==> src/rtl/mem_arbiter_pkg.sv <==
// Shared definitions for the memory-bus arbiter: address regions, FSM state
// encoding, owner codes and the fixed fetch transfer size.
package mem_arbiter_pkg;

  // Region is selected by the two top address bits: 00 flash, 01 RAM, 1x IO.
  typedef enum logic [1:0] {
    RegionFlash = 2'b00,
    RegionRam   = 2'b01,
    RegionIoLo  = 2'b10,
    RegionIoHi  = 2'b11
  } region_e;

  // One-hot arbiter states.
  typedef enum logic [3:0] {
    StIdle    = 4'b0001,
    StIssue   = 4'b0010,
    StRelease = 4'b0100,
    StReject  = 4'b1000
  } arb_state_e;

  localparam logic [1:0] OwnerNone  = 2'b00;
  localparam logic [1:0] OwnerFetch = 2'b01;
  localparam logic [1:0] OwnerData  = 2'b10;

  // Instruction fetches are always full-word reads.
  localparam logic [2:0] FetchBytes = 3'd4;

  function automatic logic is_flash(input logic [1:0] region_bits);
    return region_e'(region_bits) == RegionFlash;
  endfunction

endpackage

==> src/rtl/mem_arb_watchdog.sv <==
// Watchdog for the arbiter's ISSUE phase: counts enabled cycles from zero and
// flags expiry on the TIMEOUT-th enabled cycle, so bus_start is held for at
// most TIMEOUT cycles before the arbiter aborts the transaction.
module mem_arb_watchdog #(
  parameter int unsigned TO_W    = 12,
  parameter int unsigned TIMEOUT = 4095
) (
  input  logic clk,
  input  logic rst,
  input  logic clear,
  input  logic enable,
  output logic expired
);

  localparam logic [TO_W-1:0] Limit = TO_W'(TIMEOUT - 1);

  logic [TO_W-1:0] count_q;

  // Count enabled cycles; saturate at the limit so a late abort cannot wrap.
  always_ff @(posedge clk) begin
    if (rst || clear) begin
      count_q <= '0;
    end else if (enable && !expired) begin
      count_q <= count_q + 1'b1;
    end
  end

  // Expiry is seen while the limit-th enabled cycle is in progress.
  always_comb begin
    expired = enable && (count_q == Limit);
  end

endmodule

==> src/rtl/mem_arbiter.sv <==
// Round-robin arbiter sharing the mem_bus request port between the
// instruction-fetch port and the load/store data port. All bus-side and
// requester-side outputs are registered.
module mem_arbiter
  import mem_arbiter_pkg::*;
#(
  parameter int unsigned ADDR_W  = 18,
  parameter int unsigned TIMEOUT = 4095,
  parameter int unsigned TO_W    = 12
) (
  input  logic              clk,
  input  logic              rst,
  // Instruction-fetch port
  input  logic              if_req,
  input  logic [ADDR_W-1:0] if_addr,
  output logic [31:0]       if_rdata,
  output logic              if_done,
  output logic              if_err,
  // Load/store data port
  input  logic              d_req,
  input  logic [ADDR_W-1:0] d_addr,
  input  logic              d_we,
  input  logic [31:0]       d_wdata,
  input  logic [2:0]        d_bytes,
  output logic [31:0]       d_rdata,
  output logic              d_done,
  output logic              d_err,
  // mem_bus side
  output logic              bus_start,
  output logic [ADDR_W-1:0] bus_addr,
  output logic              bus_we,
  output logic [31:0]       bus_wdata,
  output logic [2:0]        bus_bytes,
  input  logic [31:0]       bus_rdata,
  input  logic              bus_done,
  output logic [1:0]        owner
);

  arb_state_e state_q, state_d;

  // 1 when the most recent grant went to the data port.
  logic last_data_q;

  logic grant_fetch;
  logic grant_data;
  logic data_reject;
  logic wd_clear;
  logic wd_enable;
  logic wd_expired;

  mem_arb_watchdog #(
    .TO_W    (TO_W),
    .TIMEOUT (TIMEOUT)
  ) u_watchdog (
    .clk     (clk),
    .rst     (rst),
    .clear   (wd_clear),
    .enable  (wd_enable),
    .expired (wd_expired)
  );

  // Grant decision: a lone request wins; on a tie the port not granted last wins.
  always_comb begin
    grant_fetch = if_req && (!d_req || last_data_q);
    grant_data  = d_req && (!if_req || !last_data_q);
    data_reject = grant_data && d_we && is_flash(d_addr[ADDR_W-1:ADDR_W-2]);
  end

  // State register.
  always_ff @(posedge clk) begin
    if (rst) begin
      state_q <= StIdle;
    end else begin
      state_q <= state_d;
    end
  end

  // Next-state logic.
  always_comb begin
    state_d = state_q;
    unique case (state_q)
      StIdle: begin
        if (data_reject) begin
          state_d = StReject;
        end else if (grant_fetch || grant_data) begin
          state_d = StIssue;
        end
      end
      StIssue: begin
        if (bus_done || wd_expired) begin
          state_d = StRelease;
        end
      end
      // Wait for mem_bus to drop its done level before the next grant.
      StRelease: begin
        if (!bus_done) begin
          state_d = StIdle;
        end
      end
      StReject: state_d = StIdle;
      default:  state_d = StIdle;
    endcase
  end

  // State-decoded watchdog control.
  always_comb begin
    wd_clear  = 1'b1;
    wd_enable = 1'b0;
    if (state_q == StIssue) begin
      wd_clear  = 1'b0;
      wd_enable = 1'b1;
    end
  end

  // Registered datapath: bus fields, owner, done pulses and captured read data.
  always_ff @(posedge clk) begin
    if (rst) begin
      last_data_q <= 1'b1;
      bus_start   <= 1'b0;
      bus_addr    <= '0;
      bus_we      <= 1'b0;
      bus_wdata   <= '0;
      bus_bytes   <= '0;
      owner       <= OwnerNone;
      if_rdata    <= '0;
      if_done     <= 1'b0;
      if_err      <= 1'b0;
      d_rdata     <= '0;
      d_done      <= 1'b0;
      d_err       <= 1'b0;
    end else begin
      // Done and error are single-cycle pulses.
      if_done <= 1'b0;
      if_err  <= 1'b0;
      d_done  <= 1'b0;
      d_err   <= 1'b0;
      unique case (state_q)
        StIdle: begin
          if (grant_fetch) begin
            last_data_q <= 1'b0;
            bus_start   <= 1'b1;
            bus_addr    <= if_addr;
            bus_we      <= 1'b0;
            bus_wdata   <= '0;
            bus_bytes   <= FetchBytes;
            owner       <= OwnerFetch;
          end else if (grant_data) begin
            last_data_q <= 1'b1;
            if (data_reject) begin
              // Flash is read-only from the data port: answer without a bus access.
              d_done <= 1'b1;
              d_err  <= 1'b1;
            end else begin
              bus_start <= 1'b1;
              bus_addr  <= d_addr;
              bus_we    <= d_we;
              bus_wdata <= d_wdata;
              bus_bytes <= d_bytes;
              owner     <= OwnerData;
            end
          end
        end
        StIssue: begin
          // A completion on the expiry cycle still counts as a success.
          if (bus_done) begin
            bus_start <= 1'b0;
            if (owner == OwnerFetch) begin
              if_done  <= 1'b1;
              if_rdata <= bus_rdata;
            end else begin
              d_done  <= 1'b1;
              d_rdata <= bus_rdata;
            end
          end else if (wd_expired) begin
            bus_start <= 1'b0;
            if (owner == OwnerFetch) begin
              if_done  <= 1'b1;
              if_err   <= 1'b1;
              if_rdata <= '0;
            end else begin
              d_done  <= 1'b1;
              d_err   <= 1'b1;
              d_rdata <= '0;
            end
          end
        end
        StRelease: begin
          if (!bus_done) begin
            owner <= OwnerNone;
          end
        end
        StReject: begin
        end
        default: begin
        end
      endcase
    end
  end

endmodule
==> config.mk <==
export PLATFORM = sky130hd
export DESIGN_NAME = mem_arbiter
export DESIGN_NICKNAME = d
export VERILOG_FILES = /design/src/rtl/mem_arbiter_pkg.sv /design/src/rtl/mem_arb_watchdog.sv /design/src/rtl/mem_arbiter.sv
export SDC_FILE = /design/constraint.sdc
export NUM_CORES = 1
export LEC_CHECK = 0
export CAP_MARGIN = 0
export CELL_PAD_IN_SITES_DETAIL_PLACEMENT = 1
export CELL_PAD_IN_SITES_GLOBAL_PLACEMENT = 2
export CORE_MARGIN = 5
export CORE_UTILIZATION = 23
export DETAILED_ROUTE_END_ITERATION = 12
export GPL_TIMING_DRIVEN = 0
export PLACE_DENSITY = 0.83
export SYNTH_ARGS = -nofsm -noshare
export SYNTH_HDL_FRONTEND = slang
export SYNTH_SLANG_ARGS = --single-unit
==> constraint.sdc <==
create_clock -name clk -period 2.2 [get_ports clk]
set_clock_uncertainty 0.15 [all_clocks]
set_input_delay 0.22 -clock clk [delete_from_list [all_inputs] [get_ports clk]]
set_output_delay 0.22 -clock clk [all_outputs]
set_load 0.1 [all_outputs]
==> metrics.md, run 1 <==
| Metric | Value |
|---|---|
| Hold slack | around 0.22 ns |
| Syn Nets | slightly below 800 |
| CTS Buffer Depth | 2 |
| Slew Viols, Final | 0 |
| Critical Path, Cell by Cell | nand4_1 > or3_1 > clkbuf_1 > or3_1 > a21oi_1 |
| WP data required | 2.39 ns |
| Initial DRC count | around 220 |
| Final WS setup | 0.0863 ns |
| Synthesized area | 0.00550 mm² |
| Synthesis Warnings | 0 |
| # diodes | 0 |
| Final min period | ~2.1 ns |
| Pin count of the biggest net entering global routing | 17 |
| Worst Path Max Fanout | 7 |
| I/O Pins | between 200 and 250 |
| Main synth FF type | dfxtp_1 |
| Placement row count | between 50 and 60 |
| Yosys cell types | 46 |
| Area of the core | between 0.02 and 0.025 mm² |
| Clk sinks | 142 |
| Antenna viol nets, final | 0 |
| Slowest stage delay, CP | between 0.4 and 0.5 ns |
| Final HPWL DP | approximately 17 mm |
| Total CTS buffers | 17 |
| Total wire length | ~22 mm |
| Post-Syn Instances | 680 |
| Leak | between 3 and 4 nW |
| Synth Area per Inst | 8.09 µm² |
| Cell taking the most area after synthesis | dfxtp_1 |
| Clk slew on worst S/H paths | roughly 0.07 ns |
| Final #Nets | about 1000 |
| Clk Tree Root Cell | clkbuf_16 |
| Delay-heaviest family, CP | simple AND/OR/NAND/NOR gates |
| Crit path top cell by count | or3_1 |
| Ranking of synthesized cells by area | dfxtp_1 (52%), nand2_1 (10%), a21oi_1 (10%) |
| Routed vias/inst | around 4.6 |
| Slew @ Worst Pin | around 1.0 ns |
| Synth top area share | between 50% and 60% |
| Average wire per standard cell | approximately 18 µm |
| RSZ-0062 raised after global routing | true |
| WP data arrival | about 2.3 ns |
| #FFs+latches synth | approximately 140 |
| Layout area overhead | 60.3% |
| First drt pass iteration count | 4 |
| Post-synth EDFFs | 0 |
| Peak supply drop | slightly below 0.4 mV |
| Min-Delay Path Class | input pin to flop |
| Asr flop ratio synth | 0% |
| Die W | 165 µm |
| CP Capture Type | flop |
| Clk_lat worst skew | between 0.4 and 0.5 ns |
| Crit path max-delay cell type | or3_1 |
| Htree depth | 4 |
| Initial antenna violation count | 1 |
| RePlAce Congestion | between 0.7 and 0.8 |
| Outcome | complete, no violations |
| Initial Util | a little under a quarter |
| Grt ovf | 0 |
| Ratio of cells with drive above 1 in the final layout | 7.80% |
| Bufs and invs on worst path | 1 |
| Final number of setup-violating endpoints | 0 |
| Slew headroom | a little under a third |
| TritonCTS clock tree | yes |
| GRT Util Overall | between 10% and 20% |
| Tcrit/Tclk final | a little over nine tenths |
| Die H | about 160 µm |
| Achievable Freq | roughly 470 MHz |
| Final Hold Viols | 0 |
| Fillcell total | 2843 |
| Vias | roughly 5900 |
| Global-route wire length before repair | approximately 34 mm |
| Die ar. | 0.0271 mm² |
| Crit Path Class | flop to flop |
| Pwr Density | approximately 900 mW/mm² |
| Vias in the first global route | 5991 |
| R2R setup slack | roughly 0.086 ns |
| # DRC | 0 |
| Setup crit start kind | flop |
| Worst slack, placed | -0.543 ns |
| IO Port Bufs | around 230 |
| Seq/Total Area, Yosys | around half |
| Maxcap violations | 0 |
per-stage QoR:
stage / total power, mW / cells / TNS [ns] / cell area (µm²) / utilization, %
4_1_cts: 7.97 / 1263 / 0 / 8750 / 37.2
3_3_place_gp: 4.99 / 1232 / -27.44 / 8230 / 35.0
2_1_floorplan: 4.30 / 680 / 0 / 5500 / -
5_1_grt: 8.23 / 1268 / -0.353 / 8820 / 37.5
3_5_place_dp: 5.01 / 1232 / -29.45 / 8230 / 35.0
6_report: 7.89 / 1268 / 0 / 8820 / 37.5
worst register-to-register path, delay by kind of cell (launching register included):
family	cells	cell delay (ns)
AO/OA/AOI/OAI	1	0.14
flip-flops	1	0.41
AND/OR/NAND/NOR	3	1.12
buffers and inverters	1	0.22
cell families after synthesis:
logic type                 synth area share, %
and+or+nand+nor                           21.3
AOI/OAI and AO/OA                         21.8
adders and majority gates                0.455
buffers and inverters                     4.43
DFF                                       51.7
xor gates and xnor gates                 0.318
routing by layer:
layer	vias to the layer above	global-route usage [%]	wire [µm]
met4	2	4.65	337
met1	2817	20.4	9910
met5	-	0	13
met2	147	26.3	10600
li1	2883	-	-
met3	19	4.79	1400
synthesized netlist by cell type (9+ instances only):
cell type  count
a21oi_1      110
a311oi_1      18
buf_2         12
clkbuf_1      41
dfxtp_1      142
nand2_1      148
nand3_1       44
nor2_1        30
o21ai_0       69
or3_1          9
final timing paths:
path	start	end	cells past startpoint
setup reg to reg	u_watchdog.count_q[7]$_SDFFE_PP0P_	d_err$_SDFF_PP0_	5
hold / removal	d_wdata[0]	bus_wdata[0]$_SDFFE_PP0P_	3
hold reg to reg	bus_wdata[26]$_SDFFE_PP0P_	bus_wdata[26]$_SDFFE_PP0P_	2
setup / recovery	u_watchdog.count_q[7]$_SDFFE_PP0P_	d_err$_SDFF_PP0_	5
final cells by class:
class	count	area, µm²	area share [%]
plain buffers	54	269	3.05
well taps	319	399	4.53
clock inverters	12	149	1.69
multi-input cells	480	2460	27.9
clock buffers	20	467	5.29
repair buffers	238	2210	25.1
inverters	3	11.3	0.128
flip-flops and latches	142	2850	32.3
what timing repair did:
action	CTS	global route
hold buffers	0	0
pin swaps	0	5
resized for setup	146	25
setup endpoints to repair	241	115
hold endpoints to repair	0	0
buffers inserted	0	5
report_power, final:
part	leakage [nW]	internal (mW)	total, mW	switching, mW
combinational	2.14	0.531	2.08	1.55
clock	0.300	1.79	3.00	1.21
sequential	1.15	2.72	2.80	0.0834
sequential cells by signal, indices dropped and copies added (netlist names):
name                flops
bus_start               1
d_done                  1
owner                   2
bus_we                  1
state_q                 4
u_watchdog.count_q     12
d_rdata                32
last_data_q             1
if_done                 1
if_err                  1
bus_addr               18
if_rdata               32
bus_bytes               3
d_err                   1
bus_wdata              32
cell usage in the layout, fill, tap and decap left out, types with 4 or more instances in the layout:
cell type / synthesis / routed
nand2_1: 148 / 148
dfxtp_1: 142 / 138
dlygate4sd2_1: 0 / 125
a21oi_1: 110 / 110
clkdlybuf4s50_1: 0 / 108
o21ai_0: 69 / 60
nand3_1: 44 / 44
nor2_1: 30 / 30
clkbuf_1: 41 / 30
a311oi_1: 18 / 18
clkbuf_16: 0 / 17
buf_4: 1 / 11
o21ai_1: 1 / 10
or3_1: 9 / 9
buf_2: 12 / 6
clkbuf_2: 0 / 5
clkbuf_4: 0 / 4
inv_6: 0 / 4
clkinv_4: 0 / 4
dfxtp_2: 0 / 4
No activity file was read; power rests on OpenSTA's default activity.
==> run 2, diff against run 1 <==
- SKIP_CTS_REPAIR_TIMING: not set -> 1
- SLEW_MARGIN: not set -> 20
==> run 2 against run 1 <==
Register-to-register slack about the same. Clock-buffer cell count unchanged. Sequential share of layout area down 1.6 points. Combinational power up 4%. Critical endpoint unchanged. Largest cell class is now buffers.
==> metrics.md, run 2 (synthesized netlist as in run 1, its figures left out) <==
| Metric | Value |
|---|---|
| Total wire length | ~23 mm |
| WP data required | approximately 2.4 ns |
| Final Hold Viols | 0 |
| # DRC | 0 |
| CTS Buffer Depth | 2 |
| Tcrit/Tclk final | a little over nine tenths |
| Register area | between 0.002 and 0.003 mm² |
| Peak supply drop | 0.388 mV |
| Pwr Density | ~860 mW/mm² |
| WP data arrival | ~2.3 ns |
| Final HPWL DP | around 17 mm |
| Clk Tree Root Cell | clkbuf_16 |
| TritonCTS clock tree | yes |
| Final Cell Area | between 0.009 and 0.01 mm² |
| Vias in the first global route | between 6000 and 7000 |
| Area of the core | ~0.024 mm² |
| RR Startpoint | u_watchdog.count_q[7]$_SDFFE_PP0P_ |
| Fillcell total | 2759 |
| Slew headroom | a little under 30% |
| Achievable Freq | 472 MHz |
| Clk_lat worst skew | 0.41 ns |
| Clk slew on worst S/H paths | 0.07 ns |
| FF-to-FF path depth | 5 |
| Setup crit start kind | flop |
| IO Port Bufs | between 200 and 250 |
| Outcome | complete, no violations |
| Layout area overhead | 68.8% |
| CP Capture Type | flop |
| First drt pass iteration count | 4 |
| Most frequent cells in the layout | nand2_1 (147), dfxtp_1 (138), dlymetal6s2s_1 (125), a21oi_1 (110), clkdlybuf4s50_1 (108) |
| Clk sinks | approximately 140 |
| GRT Util Overall | between 15 and 20% |
| Antenna viol nets, final | 0 |
| Final number of setup-violating endpoints | 0 |
| Slew Viols, Final | 0 |
| Die W | about 160 µm |
| Int Pwr | between 5 and 6 mW |
| Slew @ Worst Pin | between 1 and 1.5 ns |
| Pin count of the biggest net entering global routing | 17 |
| Initial DRC count | roughly 220 |
| Ratio of cells with drive above 1 in the final layout | about 8.2% |
| Routed vias/inst | ~4.6 |
| Htree depth | 4 |
| Multi-input logic area | between 0.002 and 0.0025 mm² |
| Worst setup path end | d_err$_SDFF_PP0_ |
| Share of power burned in registers | around a third |
| Crit Path Class | flop to flop |
| Combinational group share of total power | between 20% and 30% |
| Placed Area | between 0.008 and 0.009 mm² |
| Initial antenna violation count | 1 |
| Clk network pwr share | 37.7% |
| R2r endpoint | d_err$_SDFF_PP0_ |
| Maxcap violations | 0 |
| Leak | 5.25 nW |
| Total CTS buffers | 17 |
| I/O Pins | 234 |
| Grt ovf | 0 |
| R2R setup slack | a little over 0.08 ns |
| Switch share | a little over a third |
| Min-Delay Path Class | input pin to flop |
| Vias | between 5000 and 6000 |
| Die ar. | about 0.027 mm² |
| Commonest non-fill, non-tap cell in the layout | nand2_1 |
| Die H | about 160 µm |
| Final #Nets | 1048 |
| Top Registers | bus_wdata x32, d_rdata x32, if_rdata x32 |
| # diodes | 0 |
| Sum Neg Setup Slack | 0 ns |
| Average wire per standard cell | about 18 µm |
| Final min period | about 2.1 ns |
| RePlAce Congestion | between 0.7 and 0.8 |
| Global-route wire length before repair | 33.8 mm |
| Placement row count | 56 |
| Worst Setup SP | u_watchdog.count_q[7]$_SDFFE_PP0P_ |
| Initial Util | 23.4% |
| Worst Path Max Fanout | 7 |
| P_sw | 2.85 mW |
==> run 2: cell types whose count changed in the layout (fill, tap and decap cells not counted), sizes merged <==
cell,before,now
clkbuf,59,60
dlymetal6s2s,0,125
dlygate4sd2,125,0
==> run 2: worst min path at each step <==
stage | from | to | slack (ns) | depth (start not counted)
3_3_place_gp | bus_wdata[19]$_SDFFE_PP0P_ | bus_wdata[19]$_SDFFE_PP0P_ | 0.29 | 2
6_report | d_wdata[0] | bus_wdata[0]$_SDFFE_PP0P_ | 0.22 | 3
3_5_place_dp | bus_wdata[1]$_SDFFE_PP0P_ | bus_wdata[1]$_SDFFE_PP0P_ | 0.30 | 2
5_1_grt | d_wdata[25] | bus_wdata[25]$_SDFFE_PP0P_ | 0.21 | 3
4_1_cts | d_wdata[0] | bus_wdata[0]$_SDFFE_PP0P_ | 0.20 | 3
2_1_floorplan | bus_done | if_err$_SDFF_PP0_ | 0.15 | 1
==> run 2: metrics by stage <==
step | power, mW | std cells | hold slack (ns) | util (%) | setup slack (ns)
finish | 7.97 | 1269 | 0.216 | 39.5 | 0.0823
floorplan | 4.30 | 680 | 0.149 | - | 0.0790
detailed placement | 5.01 | 1232 | 0.295 | 35.0 | -0.543
CTS | 8.04 | 1264 | 0.198 | 37.6 | -0.401
global placement | 4.99 | 1232 | 0.288 | 35.0 | -0.576
global route | 8.30 | 1269 | 0.207 | 39.5 | -0.0339
==> run 2: power by group through the flow <==
stage	clock (mW)	combinational [mW]	sequential, mW
after detailed placement	0	2.15	2.86
after CTS	3.09	2.15	2.81
final	3.01	2.16	2.80
after floorplan	0	0.476	3.82
after global routing	3.21	2.28	2.82
after global placement	0	2.14	2.86
==> run 2: critical path, stage by stage, from the launching register on <==
cell	delay, ns
dfxtp_1	0.42
nand4_1	0.29
or3_1	0.45
clkbuf_1	0.22
or3_1	0.38
a21oi_1	0.14
==> run 2: final cells by class <==
cell class | count | share of cell area [%]
buffer | 54 | 2.90
clock buffer | 20 | 5.02
clock inverter | 12 | 1.60
inverter | 3 | 0.121
multi-input combinational | 480 | 26.4
sequential | 142 | 30.7
tap | 319 | 4.30
timing repair buffer | 239 | 29.0
==> run 2: per-layer routing <==
metal / routed length [µm] / vias to the layer above / share of wire (%) / GRT usage, %
li1: - / 2895 / - / -
met1: 9930 / 2832 / 44 / 20.2
met2: 10800 / 148 / 48 / 26.4
met3: 1520 / 19 / 6.7 / 4.82
met4: 334 / 2 / 1.5 / 4.65
met5: 11 / - / 0.049 / 0
